[src/rtl/pipe_credit_buffer.sv]
// Elastic output buffer behind a fixed-latency, non-stallable pipeline, with credit-gated issue.
// Latency: 1 cycle from in_valid (push edge) to out_valid/out_data; no same-cycle bypass.
// Backpressure: out_ready stalls the head; issue_ready throttles launches so in-flight items always fit.
//
// Ports:
//   clk, rst_n               clock, synchronous active-low reset
//   issue_valid/issue_ready  launch handshake toward the pipeline entry
//   in_valid/in_data         pipeline output (cannot be stalled)
//   out_valid/out_data       buffer head toward the downstream consumer, out_ready accepts it
//   occupancy, inflight      stored entries and issued-but-not-arrived items
//   err                      sticky protocol error (overflow or unsolicited arrival)
`ifndef BIT_WIDTH
`define BIT_WIDTH 32
`endif

module pipe_credit_buffer #(
   parameter int BIT_WIDTH = `BIT_WIDTH,
   parameter int DEPTH     = 8,
   parameter int CNT_W     = $clog2(DEPTH + 1)
) (
   input  logic                 clk,
   input  logic                 rst_n,
   input  logic                 issue_valid,
   output logic                 issue_ready,
   input  logic                 in_valid,
   input  logic [BIT_WIDTH-1:0] in_data,
   output logic                 out_valid,
   output logic [BIT_WIDTH-1:0] out_data,
   input  logic                 out_ready,
   output logic [CNT_W-1:0]     occupancy,
   output logic [CNT_W-1:0]     inflight,
   output logic                 err
);

   localparam int              PTR_W   = $clog2(DEPTH);
   localparam logic [CNT_W-1:0] DEPTH_C = CNT_W'(DEPTH);
   localparam logic [CNT_W-1:0] ONE_C   = CNT_W'(1);

   logic [BIT_WIDTH-1:0] mem [DEPTH];
   logic [PTR_W-1:0]     wp;
   logic [PTR_W-1:0]     rp;

   logic                 full;
   logic                 pop;
   logic                 push;
   logic                 issue_fire;
   logic                 arrive;
   logic [CNT_W-1:0]     occ_d;
   logic [CNT_W-1:0]     inf_d;

   assign full       = (occupancy == DEPTH_C);
   assign out_valid  = (occupancy != '0);
   assign out_data   = mem[rp];
   assign pop        = out_valid && out_ready;
   // A full buffer can still accept when the head leaves in the same cycle.
   assign push       = in_valid && (!full || pop);

   // Only registered counters feed issue_ready; one extra bit keeps the sum from wrapping.
   assign issue_ready = ({1'b0, occupancy} + {1'b0, inflight}) < {1'b0, DEPTH_C};
   assign issue_fire  = issue_valid && issue_ready;

   // An arrival only retires a credit when one is outstanding; unsolicited words leave inflight at 0.
   assign arrive = in_valid && (inflight != '0);

   always_comb begin
      inf_d = inflight;
      if (issue_fire && !arrive) begin
         if (inflight != DEPTH_C) begin
            inf_d = inflight + ONE_C;
         end
      end else if (!issue_fire && arrive) begin
         inf_d = inflight - ONE_C;
      end
   end

   always_comb begin
      occ_d = occupancy;
      if (push && !pop) begin
         occ_d = occupancy + ONE_C;
      end else if (pop && !push) begin
         occ_d = occupancy - ONE_C;
      end
   end

   // Storage is not reset; out_data is meaningless while out_valid is low.
   always_ff @(posedge clk) begin
      if (push) begin
         mem[wp] <= in_data;
      end
   end

   always_ff @(posedge clk) begin
      if (!rst_n) begin
         wp        <= '0;
         rp        <= '0;
         occupancy <= '0;
         inflight  <= '0;
         err       <= 1'b0;
      end else begin
         if (push) begin
            wp <= wp + PTR_W'(1);
         end
         if (pop) begin
            rp <= rp + PTR_W'(1);
         end
         occupancy <= occ_d;
         inflight  <= inf_d;
         // Overflow drop, or a word nobody asked for.
         if ((in_valid && full && !pop) || (in_valid && (inflight == '0))) begin
            err <= 1'b1;
         end
      end
   end

endmodule

[config.mk]
export PLATFORM = sky130hd
export DESIGN_NAME = pipe_credit_buffer
export DESIGN_NICKNAME = d
export VERILOG_FILES = /design/src/rtl/pipe_credit_buffer.sv
export SDC_FILE = /design/constraint.sdc
export NUM_CORES = 1
export LEC_CHECK = 0
export ABC_AREA = 1
export BUFFER_PORTS_ARGS = -buffer_cell sky130_fd_sc_hd__buf_2
export CORE_UTILIZATION = 37
export CTS_CLUSTER_DIAMETER = 200
export DETAILED_ROUTE_END_ITERATION = 8
export HOLD_SLACK_MARGIN = 0.05
export PLACE_DENSITY = 0.51
export SLEW_MARGIN = 20
export SYNTH_ARGS = -nofsm -noshare
export SYNTH_HDL_FRONTEND = slang
export SYNTH_SLANG_ARGS = --single-unit
[constraint.sdc]
create_clock -name clk -period 3.9 [get_ports clk]
set_input_delay 0.195 -clock clk [delete_from_list [all_inputs] [get_ports clk]]
set_output_delay 0.195 -clock clk [all_outputs]
set_load 0.01 [all_outputs]
==> impl_results.html <==
<table>
<tr><th>Metric</th><th>Value</th></tr>
<tr><th colspan="2">Status</th></tr>
<tr><td>Run status</td><td>finished, final reports clean</td></tr>
<tr><th colspan="2">Critical path</th></tr>
<tr><td>Critical Path Max Stage Delay</td><td>0.60 ns</td></tr>
<tr><td>Critical Path Fanout Max</td><td>60</td></tr>
<tr><td>Critical path capture point type</td><td>primary output</td></tr>
<tr><td>Crit path max-delay cell type</td><td>buf_4</td></tr>
<tr><td>Required time of the critical path</td><td>3.70 ns</td></tr>
<tr><td>Startpoint types</td><td>register</td></tr>
<tr><td>Crit-path cells</td><td>buf_4 &gt; o21ai_0 &gt; o22ai_1 &gt; nor2_1 &gt; a31oi_1 &gt; buf_2</td></tr>
<tr><td>Data arrival time of the critical path</td><td>2.54 ns</td></tr>
<tr><td>WS Path Type</td><td>register to primary output</td></tr>
<tr><th colspan="2">Floorplanning</th></tr>
<tr><td>Floorplan die height</td><td>173.4 µm</td></tr>
<tr><td>I/O pin count</td><td>80</td></tr>
<tr><td>Die span in x</td><td>173.4 µm</td></tr>
<tr><td>Cell row count</td><td>62</td></tr>
<tr><td>Die area</td><td>30080 µm²</td></tr>
<tr><td>Standard cell core area</td><td>28780 µm²</td></tr>
<tr><td>Initial standard-cell utilization of the core</td><td>0.3778</td></tr>
<tr><th colspan="2">Yosys</th></tr>
<tr><td>Ys flop type</td><td>edfxtp_1</td></tr>
<tr><td>Number of flops mapped to enable cells by yosys</td><td>256</td></tr>
<tr><td>Mapped Avg Cell Area</td><td>12.60 µm²</td></tr>
<tr><td>Area of the mapped netlist</td><td>10870 µm²</td></tr>
<tr><td>Number of different library cells in the post-synthesis netlist</td><td>28</td></tr>
<tr><td>Number of synthesis warnings</td><td>0</td></tr>
<tr><td>Post-synth top area cell</td><td>edfxtp_1</td></tr>
<tr><td>Ys async rst share</td><td>0</td></tr>
<tr><td>Synthesized Nets</td><td>912</td></tr>
<tr><td>Synthesized instance count</td><td>863</td></tr>
<tr><td>FF+latch count, synth</td><td>274</td></tr>
<tr><td>Share of the yosys chip area belonging to registers</td><td>0.7401</td></tr>
<tr><td>Area contributors post-synth</td><td>edfxtp_1 71%, nor2_1 8.7%, o21ai_0 6.3%, dfxtp_1 3.3%, a31oi_1 1.8%</td></tr>
<tr><td>Most common cell in the netlist</td><td>edfxtp_1</td></tr>
<tr><td>Top cell type's share of synthesized area</td><td>0.7069</td></tr>
<tr><td>Most frequent cells after synthesis</td><td>256 x edfxtp_1, 253 x nor2_1, 136 x o21ai_0</td></tr>
<tr><th colspan="2">Clock tree</th></tr>
<tr><td>Buffer type at the clock tree root</td><td>clkbuf_16</td></tr>
<tr><td>Clk slew on worst S/H paths</td><td>0.06 ns</td></tr>
<tr><td>CTS tree</td><td>built</td></tr>
<tr><td>Total of cells resized after clock tree synthesis</td><td>0</td></tr>
<tr><td>Buffers inserted by post-CTS timing repair</td><td>0</td></tr>
<tr><td>Hold_buf cts</td><td>34</td></tr>
<tr><td>Clock insertion delay at the later pin of the skew report</td><td>0.55 ns</td></tr>
<tr><td>Deepest clock path buffer count</td><td>3</td></tr>
<tr><td>Cts bufs inserted</td><td>30</td></tr>
<tr><td>H-tree lvl count</td><td>1</td></tr>
<tr><td>Clk sink count</td><td>274</td></tr>
<tr><th colspan="2">STA</th></tr>
<tr><td>Final count of pins violating max slew</td><td>0</td></tr>
<tr><td>Share of the clock period used by the worst path after layout</td><td>0.7017</td></tr>
<tr><td>Sum Neg Setup Slack</td><td>0 ns</td></tr>
<tr><td>Unrepaired setup endpoints after global routing</td><td>false</td></tr>
<tr><td>Final hold violations</td><td>0</td></tr>
<tr><td>Total setup violations reported at the end of the flow</td><td>0</td></tr>
<tr><td>Headroom to the max-slew limit</td><td>0.4513</td></tr>
<tr><td>Highest clock rate</td><td>365.4 MHz</td></tr>
<tr><td>Worst clock skew</td><td>0.009894 ns</td></tr>
<tr><td>Minimum period implied by the final worst setup slack</td><td>2.737 ns</td></tr>
<tr><td>WHS</td><td>0.09080 ns</td></tr>
<tr><td>Measured slew at the worst slew-check pin</td><td>0.8231 ns</td></tr>
<tr><th colspan="2">Finish</th></tr>
<tr><td>Proportion of layout cells with a drive suffix above 1</td><td>0.1615</td></tr>
<tr><td>Nets</td><td>1028</td></tr>
<tr><td>Final design instance area without fill</td><td>13080 µm²</td></tr>
<tr><td>Final cell utilization of the core</td><td>0.4546</td></tr>
<tr><td>Synthesis-to-finish area growth</td><td>20.32%</td></tr>
<tr><td>Number of inserted filler cells in the final layout</td><td>2666</td></tr>
<tr><td>Final antenna diode count</td><td>0</td></tr>
<tr><th colspan="2">Route</th></tr>
<tr><td>1st-iter DRT viols</td><td>514</td></tr>
<tr><td>Number of routed nets with antenna violations</td><td>0</td></tr>
<tr><td>Router iterations before antenna repair</td><td>5</td></tr>
<tr><td>Remaining DRCs</td><td>0</td></tr>
<tr><td>Drt wl/cell</td><td>17.46 µm</td></tr>
<tr><td>Per-cell via count in the routed design</td><td>4.909</td></tr>
<tr><td>Via count of the routed design</td><td>6809</td></tr>
<tr><td>Final routed wirelength across all metal layers</td><td>24210 µm</td></tr>
<tr><th colspan="2">Place</th></tr>
<tr><td>Post-DP HPWL</td><td>13740 µm</td></tr>
<tr><td>Number of I/O port buffers</td><td>79</td></tr>
<tr><td>Gp weighted congestion</td><td>0.7395</td></tr>
<tr><td>Post-DP Area</td><td>11720 µm²</td></tr>
<tr><th colspan="2">Run</th></tr>
<tr><td>Max-cap viol count</td><td>0</td></tr>
<tr><th colspan="2">GRT</th></tr>
<tr><td>Initial antenna violation count</td><td>1</td></tr>
<tr><td>Pin count of the biggest net entering global routing</td><td>87</td></tr>
<tr><td>Congestion Overflow GR</td><td>0</td></tr>
<tr><td>Overall Global Routing Usage</td><td>0.1637</td></tr>
<tr><td>Vias in the first global route</td><td>6890</td></tr>
<tr><td>Global-route wire length before repair</td><td>38630 µm</td></tr>
<tr><th colspan="2">Power</th></tr>
<tr><td>Power density over the cells</td><td>646.9 nW/µm²</td></tr>
<tr><td>IR Drop Worst-Case VDD</td><td>0.3749 mV</td></tr>
<tr><td>Reported leakage power</td><td>4.583 nW</td></tr>
<tr><th colspan="2">Min path</th></tr>
<tr><td>Hold/Removal Path Class</td><td>primary input to register</td></tr>
</table>
[power breakdown]
group | switching, mW | internal [mW]
registers | 0.105 | 3.39
clock network | 1.13 | 1.77
logic | 1.34 | 0.742
[placed cells by master, fill, tap and decap left out, types with 5 or more instances in the layout]
cell type / instances
buf_4: 18
nor2_4: 8
a31oi_1: 32
clkbuf_16: 31
dfxtp_1: 16
a21oi_1: 12
clkinv_2: 7
dlygate4sd3_1: 34
nand2_1: 27
o22ai_1: 32
nor2_1: 245
edfxtp_1: 256
clkbuf_1: 6
o21ai_0: 136
buf_2: 79
inv_1: 18
nand3_1: 5
ha_1: 10
[sequential cells by signal, indices dropped and copies added (netlist names), named ones only]
signal / cells
occupancy: 4
mem: 256
rp: 3
wp: 3
inflight: 4
err: 1
[area by class of cell]
cell class | count | area (µm²) | share of cell area
clock buffer | 40 | 839.6 | 0.06417
clock inverter | 16 | 180.2 | 0.01377
inverter | 21 | 80.08 | 0.006120
multi-input combinational | 520 | 2560 | 0.1957
sequential | 274 | 8053 | 0.6155
tap | 384 | 480.5 | 0.03672
timing repair buffer | 132 | 890.9 | 0.06809
[cell families (layout without fill, tap and decap cells)]
kind of cell | count (synthesis) | count (layout) | synth area share
and+or+nand+nor | 292 | 292 | 0.1059
xor gates and xnor gates | 3 | 3 | 0.002417
adders and majority gates | 12 | 12 | 0.01519
AOI/OAI and AO/OA | 213 | 213 | 0.1064
DFF | 274 | 274 | 0.7401
buffers and inverters | 69 | 209 | 0.03003
[per-layer routing]
metal	global-route usage	routed length (µm)
met5	0	10
met3	0.02303	832
met1	0.2192	11040
met2	0.2806	11960
met4	0.03945	365
[stage by stage]
step	cells	total power, mW	worst slack, ns
after detailed placement	1297	5.651	1.340
final	1387	8.464	1.163
after global routing	1387	8.917	0.9303
after floorplan	863	4.945	1.157
after CTS	1387	8.565	1.123
after global placement	1297	5.645	1.425
[critical path, delay by kind of cell (launching register included)]
kind	cells	cell delay (ns)
and+or+nand+nor	1	0.06
DFF	1	0.49
buffers and inverters	2	0.77
AOI/OAI and AO/OA	3	0.65
[final timing paths]
check / from / to / slack [ns] / depth (start not counted)
worst min-delay path: out_ready / rp[0]$_SDFFE_PN0N_ / 0.09 / 4
worst max register to register: occupancy[1]$_SDFFE_PN0P_ / mem[2][21]$_DFFE_PP_ / 1.40 / 7
worst min register to register: rp[2]$_SDFFE_PN0N_ / register / 0.44 / 1
worst max-delay path: register / out_data[4] / 1.16 / 6
Power figures use the tool's default switching activity.
